===== config.mk =====
export PLATFORM = sky130hd
export DESIGN_NAME = jtag_tap
export DESIGN_NICKNAME = d
export VERILOG_FILES = /design/src/rtl/jtag_pkg.sv /design/src/rtl/jtag_tap_fsm.sv /design/src/rtl/jtag_tap.sv
export SDC_FILE = /design/constraint.sdc
export NUM_CORES = 1
export LEC_CHECK = 0
export ABC_AREA = 1
export ABC_CLOCK_PERIOD_IN_PS = 1600
export BUFFER_PORTS_ARGS = -buffer_cell sky130_fd_sc_hd__buf_2
export CAP_MARGIN = 20
export CORE_MARGIN = 1
export CORE_UTILIZATION = 56
export DETAILED_ROUTE_END_ITERATION = 10
export GPL_ROUTABILITY_DRIVEN = 0
export PLACE_DENSITY = 0.79
export SLEW_MARGIN = 15
export SYNTH_ARGS = -nofsm -noshare
export SYNTH_HDL_FRONTEND = slang
export SYNTH_SLANG_ARGS = --single-unit

===== constraint.sdc =====
create_clock -name TCK -period 1.6 [get_ports TCK]
set_input_delay 0.16 -clock TCK [delete_from_list [all_inputs] [get_ports TCK]]
set_output_delay 0.16 -clock TCK [all_outputs]
set_load 0.03 [all_outputs]

===== src/rtl/jtag_pkg.sv =====
// rtl/jtag_pkg.sv - TAP state encoding, opcodes and instruction decode helper
package jtag_pkg;

    // Conventional 1149.1 TAP state encoding.
    typedef enum logic [3:0] {
        TLR        = 4'hF,
        RTI        = 4'hC,
        SELECT_DR  = 4'h7,
        CAPTURE_DR = 4'h6,
        SHIFT_DR   = 4'h2,
        EXIT1_DR   = 4'h1,
        PAUSE_DR   = 4'h3,
        EXIT2_DR   = 4'h0,
        UPDATE_DR  = 4'h5,
        SELECT_IR  = 4'h4,
        CAPTURE_IR = 4'hE,
        SHIFT_IR   = 4'hA,
        EXIT1_IR   = 4'h9,
        PAUSE_IR   = 4'hB,
        EXIT2_IR   = 4'h8,
        UPDATE_IR  = 4'hD
    } tap_state_e;

    typedef enum logic [1:0] {
        DR_BYPASS = 2'd0,
        DR_IDCODE = 2'd1,
        DR_USER   = 2'd2
    } dr_sel_e;

    localparam logic [31:0] OPC_IDCODE = 32'd1;
    localparam logic [31:0] OPC_USER   = 32'd8;

    // Map an instruction of width ir_len to the data register it selects.
    // All-ones is BYPASS; every undefined opcode also falls back to BYPASS.
    function automatic dr_sel_e decode_ir(input logic [31:0] ir, input int ir_len);
        logic [31:0] ones;
        ones = (32'd1 << ir_len) - 32'd1;
        if (ir == ones)            return DR_BYPASS;
        else if (ir == OPC_IDCODE) return DR_IDCODE;
        else if (ir == OPC_USER)   return DR_USER;
        else                       return DR_BYPASS;
    endfunction

endpackage


===== src/rtl/jtag_tap_fsm.sv =====
// rtl/jtag_tap_fsm.sv - 16-state TAP controller state machine
// Ports:
//   TCK       test clock
//   TRST_N    asynchronous active-low reset to Test-Logic-Reset
//   TMS       mode select, sampled on posedge TCK
//   tap_state current controller state
module jtag_tap_fsm
    import jtag_pkg::*;
(
    input  logic       TCK,
    input  logic       TRST_N,
    input  logic       TMS,
    output tap_state_e tap_state
);

    tap_state_e state_q;
    tap_state_e state_d;

    always_ff @(posedge TCK or negedge TRST_N) begin
        if (!TRST_N) state_q <= TLR;
        else         state_q <= state_d;
    end

    always_comb begin
        state_d = state_q;
        case (state_q)
            TLR:        state_d = TMS ? TLR       : RTI;
            RTI:        state_d = TMS ? SELECT_DR : RTI;
            SELECT_DR:  state_d = TMS ? SELECT_IR : CAPTURE_DR;
            CAPTURE_DR: state_d = TMS ? EXIT1_DR  : SHIFT_DR;
            SHIFT_DR:   state_d = TMS ? EXIT1_DR  : SHIFT_DR;
            EXIT1_DR:   state_d = TMS ? UPDATE_DR : PAUSE_DR;
            PAUSE_DR:   state_d = TMS ? EXIT2_DR  : PAUSE_DR;
            EXIT2_DR:   state_d = TMS ? UPDATE_DR : SHIFT_DR;
            UPDATE_DR:  state_d = TMS ? SELECT_DR : RTI;
            SELECT_IR:  state_d = TMS ? TLR       : CAPTURE_IR;
            CAPTURE_IR: state_d = TMS ? EXIT1_IR  : SHIFT_IR;
            SHIFT_IR:   state_d = TMS ? EXIT1_IR  : SHIFT_IR;
            EXIT1_IR:   state_d = TMS ? UPDATE_IR : PAUSE_IR;
            PAUSE_IR:   state_d = TMS ? EXIT2_IR  : PAUSE_IR;
            EXIT2_IR:   state_d = TMS ? UPDATE_IR : SHIFT_IR;
            UPDATE_IR:  state_d = TMS ? SELECT_DR : RTI;
            default:    state_d = TLR;
        endcase
    end

    assign tap_state = state_q;

endmodule


===== src/rtl/jtag_tap.sv =====
// rtl/jtag_tap.sv - JTAG TAP with IR, BYPASS, IDCODE and one user data register
// Ports:
//   TCK, TRST_N      test clock and asynchronous active-low TAP reset
//   TMS, TDI         mode select and serial data in, sampled on posedge TCK
//   TDO, tdo_en      serial data out and pad enable, registered on negedge TCK
//   user_capture     value loaded into the user DR in Capture-DR
//   user_update      user DR contents latched in Update-DR
//   user_update_stb  high for the TCK cycle spent in Update-DR with USER selected
//   tap_state        controller state (jtag_pkg encoding)
//   ir_q             active instruction
module jtag_tap
    import jtag_pkg::*;
#(
    parameter int          IR_LEN      = 4,
    parameter logic [31:0] IDCODE_VAL  = 32'h10A5_E0CF,
    parameter int          USER_DR_LEN = 32
) (
    input  logic                   TCK,
    input  logic                   TRST_N,
    input  logic                   TMS,
    input  logic                   TDI,
    output logic                   TDO,
    output logic                   tdo_en,
    input  logic [USER_DR_LEN-1:0] user_capture,
    output logic [USER_DR_LEN-1:0] user_update,
    output logic                   user_update_stb,
    output logic [3:0]             tap_state,
    output logic [IR_LEN-1:0]      ir_q
);

    localparam logic [IR_LEN-1:0] IR_IDCODE  = IR_LEN'(OPC_IDCODE);
    localparam logic [IR_LEN-1:0] IR_CAPTURE = IR_LEN'(2'b01);

    tap_state_e state;
    dr_sel_e    dr_sel;

    logic [IR_LEN-1:0]      ir_shift;
    logic                   bypass_reg;
    logic [31:0]            id_shift;
    logic [USER_DR_LEN-1:0] user_shift;
    logic                   dr_lsb;

    jtag_tap_fsm u_fsm (
        .TCK       (TCK),
        .TRST_N    (TRST_N),
        .TMS       (TMS),
        .tap_state (state)
    );

    assign tap_state = state;
    assign dr_sel    = decode_ir(32'(ir_q), IR_LEN);

    // Shift registers: capture and shift on posedge. Only the selected DR
    // moves, so the other registers keep whatever they last held.
    always_ff @(posedge TCK or negedge TRST_N) begin
        if (!TRST_N) begin
            ir_shift   <= '0;
            bypass_reg <= 1'b0;
            id_shift   <= '0;
            user_shift <= '0;
        end else begin
            case (state)
                CAPTURE_IR: ir_shift <= IR_CAPTURE;
                SHIFT_IR:   ir_shift <= {TDI, ir_shift[IR_LEN-1:1]};
                CAPTURE_DR: begin
                    case (dr_sel)
                        DR_IDCODE: id_shift   <= IDCODE_VAL;
                        DR_USER:   user_shift <= user_capture;
                        default:   bypass_reg <= 1'b0;
                    endcase
                end
                SHIFT_DR: begin
                    case (dr_sel)
                        DR_IDCODE: id_shift   <= {TDI, id_shift[31:1]};
                        DR_USER:   user_shift <= {TDI, user_shift[USER_DR_LEN-1:1]};
                        default:   bypass_reg <= TDI;
                    endcase
                end
                default: ;
            endcase
        end
    end

    always_comb begin
        dr_lsb = bypass_reg;
        case (dr_sel)
            DR_IDCODE: dr_lsb = id_shift[0];
            DR_USER:   dr_lsb = user_shift[0];
            default:   dr_lsb = bypass_reg;
        endcase
    end

    // The strobe follows the registered state, so it spans exactly the
    // Update-DR cycle and is low whenever TRST_N forces Test-Logic-Reset.
    assign user_update_stb = (state == UPDATE_DR) && (dr_sel == DR_USER);

    // Negedge stage: instruction/user updates land mid-cycle so they are
    // stable before the next posedge; TDO is retimed so there is no
    // combinational TDI-to-TDO path.
    always_ff @(negedge TCK or negedge TRST_N) begin
        if (!TRST_N) begin
            ir_q        <= IR_IDCODE;
            user_update <= '0;
            TDO         <= 1'b0;
            tdo_en      <= 1'b0;
        end else begin
            if (state == TLR)            ir_q <= IR_IDCODE;
            else if (state == UPDATE_IR) ir_q <= ir_shift;

            if ((state == UPDATE_DR) && (dr_sel == DR_USER))
                user_update <= user_shift;

            tdo_en <= (state == SHIFT_IR) || (state == SHIFT_DR);
            if (state == SHIFT_IR)      TDO <= ir_shift[0];
            else if (state == SHIFT_DR) TDO <= dr_lsb;
            else                        TDO <= 1'b0;
        end
    end

endmodule


==> run_results.csv <==
group,metric,value,unit
outcome,status,"finished, violations left",
outcome,violations,"setup timing",
worst_setup_path,startpoint,"ir_q[0]$_DFFE_NN1P_",
worst_setup_path,cpPeakStageDelay,0.56,ns
drt,drcViolationCount,0,
layout,reg_top3,"id_shift x32, user_shift x32, user_update x32",
synthesis,synthSimpleGateAreaFrac,18.78,%
worst_setup_path,regToRegStartpoint,"ir_q[0]$_DFFE_NN1P_",
cts,cts_max_level,3,
synthesis,synth_area,0.004950,sq mm
layout,seq_area,0.002784,sq mm
cts,numCtsBuffers,9,
worst_setup_path,path_class,"flop to flop",
worst_setup_path,crit_path_top_delay_cell,"dfstp_2",
worst_setup_path,crit_buf_inv,4,
cts,clock_sinks,111,
grt,grt_first_pass_wirelength,22390,microns
min_path,hold-path-cell-count,3,
sta,finalSetupViolations,149,
grt,antenna_found_initial,0,
worst_setup_path,crit_path_start_kind,"flop",
worst_setup_path,crit_chain,"inv_4, nor2_4, nand2_4, nor2_4, buf_12, buf_12, inv_8, nand2_1, o21ai_1",
drt,firstDrtPassIters,7,
cts,cts_tree,"built",
layout,area_delta_synth_final,48.53,%
min_path,hp-start,"user_capture[5]",
drt,drt_iter0_markers,499,
grt,grt_pass1_vias,4568,
synthesis,synth_edf_count,0,
worst_setup_path,crit_fanout,7,
sta,slew_headroom,68.89,%
layout,nNetsFinal,729,
drt,routed_wl,17960,microns
worst_setup_path,r2r_end,"id_shift[31]$_DFFE_PN0P_",
synthesis,synthArstFlopShare,100.0,%
run,drv_cap,0,
sta,fin_skew,0.05674,ns
power_and_ir_drop,leakage,0.003431,uW
synthesis,synth_top_family_by_area,"simple AND/OR/NAND/NOR gates",
power_and_ir_drop,total_power,15400,uW
synthesis,synthTopCellsByArea,"dfrtp_1 35%, dfrtn_1 19%, nand2_1 9.5%, o21ai_0 7.9%, o21ai_2 4.6%",
synthesis,synth-xor-area-share,0,%
cts,clockRootBuffer,"clkbuf_8",
synthesis,syn_area_per_cell,9.269,sq um
cts,clock_path_buffers,2,
placed_design,placed_area,0.005747,sq mm
grt,grt-ovfl-total,0,
min_path,hold_path.class,"input port to flop",
drt,ant_nets,0,
floorplanning,fp.dieW,96.02,microns
worst_setup_path,cp_data_required_time,1.85,ns
synthesis,yosys_warnings,0,
min_path,holdPathEnd,"user_shift[5]$_DFFE_PN0P_",
worst_setup_path,worst_setup_path_end_kind,"flop",
cts,insertion_delay,0.41,ns
floorplanning,core_area,0.008382,sq mm
sta,finalHoldViolCount,0,
placed_design,hpwl,7668,microns
synthesis,synth_top_cell_area_share,34.88,%
placed_design,io_buffers,78,
layout,drive_above_1_share,52.44,%
floorplanning,die_height,96.02,microns
sta,grt_setup_unrepaired,"yes",
worst_setup_path,r2r_cells,9,
grt,gr-usage-all-layers,32.77,%
synthesis,seq_area_frac_synth,56.24,%
synthesis,yosys.area.top_type,"dfrtp_1",
drt,wl_per_cell,22.34,microns
layout,final_area,0.007352,sq mm
floorplanning,die_area,0.009219,sq mm
drt,vias_per_cell,6.404,
synthesis,synth-compound-area-share,17.39,%
synthesis,ys_seq_elements,111,
synthesis,synth_mux_area_share,0,%
sta,timing.setup.tns,-84.94,ns
worst_setup_path,critical_path_arrival,2.74,ns
floorplanning,io_pins,79,
sta,tightest_slew,0.4667,ns
floorplanning,start_util,59.05,%
grt,grt_max_degree,44,
layout,multiInputGateArea,0.002337,sq mm
worst_setup_path,path_delay_family,"flip-flops",
synthesis,synth.distinct_cells,34,
worst_setup_path,r2r_setup_slack,-0.89,ns
synthesis,synth_top_flop_cell,"dfrtp_1",
sta,layout_setup_ws,-0.8911,ns
synthesis,synthAdderAreaFrac,0,%
layout,num-fill-cells,345,
sta,final_max_slew_viol_count,0,
floorplanning,rows,33,
cts,clkSlewWorstSetupHoldPaths,0.11,ns
synthesis,syn_inst,534,
synthesis,syn_nets,570,
drt,vias,5149,
power_and_ir_drop,cellPowerDensity,2095,mW/mm^2
power_and_ir_drop,peakVddDrop,1361,uV
-- repair_timing --
item,CTS,global route
setup endpoints to repair,143,151
gates resized for setup,193,108
hold buffers,1,0
endpoints found under the hold margin,42,0
pin swaps,17,20
gates cloned,6,5
setup buffers,24,23
-- cells in the mapped netlist, types with 5 or more instances --
library cell	number
a21oi_1	14
buf_4	5
buf_6	7
clkbuf_1	8
dfrtn_1	37
dfrtp_1	69
dfstp_2	5
inv_1	32
inv_2	5
nand2_1	125
nand3_1	11
nor2_1	50
nor2_2	12
nor2_4	5
o21ai_0	78
o21ai_1	6
o21ai_2	26
o22ai_1	14
-- metrics by stage --
step	hold slack, ns	utilization, %	cells	setup slack (ns)
after floorplan	-0.1356	-	534	-0.7135
after global placement	0.1907	68.56	740	-0.6282
after detailed placement	0.1927	68.56	740	-0.6739
after CTS	0.03459	81.83	784	-0.6941
after global routing	0.02791	87.68	803	-0.9415
final	0.01780	87.71	804	-0.8911
-- report_power, final --
| part | internal [uW] | switching (uW) |
|---|---|---|
| registers | 4150 | 1280 |
| clock network | 622 | 1010 |
| logic | 3580 | 4760 |
-- routing by layer --
layer  share of wire [%]  wire length (microns)  global-route usage [%]  vias to the layer above
met4                 6.2                   1110                   13.31                        0
met2                  49                   8828                   54.96                      418
met5                   0                      0                       0                        -
met3                 9.2                   1658                   7.188                      117
li1                    -                      -                       -                     2077
met1                  35                   6365                   41.17                     2537
-- area by class of cell --
| type | count | share of cell area, % |
|---|---|---|
| Timing Repair Buffer | 172 | 23.28 |
| Inverter | 38 | 2.485 |
| Clock buffer | 10 | 1.872 |
| Timing Repair inverter | 1 | 0.2212 |
| Tap cell | 105 | 1.787 |
| Antenna cell | 1 | 0.03404 |
| Clock inverter | 7 | 0.6637 |
| Sequential cell | 111 | 37.87 |
| Multi-Input combinational cell | 359 | 31.79 |
-- placed cells by master (no fill, tap or decap), types with 3 or more instances in the layout --
| cell | Yosys | final |
|---|---|---|
| o21ai_2 | 26 | 53 |
| nor2_1 | 50 | 32 |
| nand3_1 | 11 | 10 |
| nand4_1 | 3 | 3 |
| nand2_4 | 3 | 7 |
| buf_2 | 4 | 36 |
| dfstp_2 | 5 | 5 |
| a21oi_2 | 2 | 13 |
| nand2_8 | 0 | 4 |
| o22ai_2 | 0 | 6 |
| clkbuf_8 | 0 | 10 |
| a21oi_1 | 14 | 3 |
| nand2_2 | 1 | 41 |
| nor2_4 | 5 | 18 |
| o22ai_1 | 14 | 5 |
| buf_4 | 5 | 52 |
| buf_12 | 2 | 14 |
| dfrtp_1 | 69 | 69 |
| nand2_1 | 125 | 79 |
| inv_8 | 0 | 3 |
| clkbuf_16 | 0 | 4 |
| inv_1 | 32 | 31 |
| nor2_2 | 12 | 17 |
| dfrtn_1 | 37 | 37 |
| o22ai_4 | 0 | 3 |
| o21ai_0 | 78 | 10 |
| buf_6 | 7 | 60 |
| o21ai_1 | 6 | 47 |
| inv_4 | 1 | 3 |
| buf_8 | 1 | 5 |
-- cell families after synthesis --
family          count (synthesis)
compound gates                145
buf+inv                        66
simple gates                  212
flops                         111
-- worst reg2reg max path: cells and delay by family (launching register included) --
family / cells / cell delay, ns
flops: 1 / 0.56
buf+inv: 4 / 0.43
simple gates: 4 / 0.42
compound gates: 1 / 0.12
-- worst max path at each step --
stage	slack (ns)	to	depth (start not counted)
floorplan	-0.71	user_shift[0]$_DFFE_PN0P_	7
global placement	-0.63	id_shift[31]$_DFFE_PN0P_	8
detailed placement	-0.67	id_shift[31]$_DFFE_PN0P_	8
CTS	-0.69	user_update_stb	5
global route	-0.94	user_update[23]$_DFFE_NN0P_	6
finish	-0.89	id_shift[31]$_DFFE_PN0P_	9
Power figures use the tool's default switching activity.
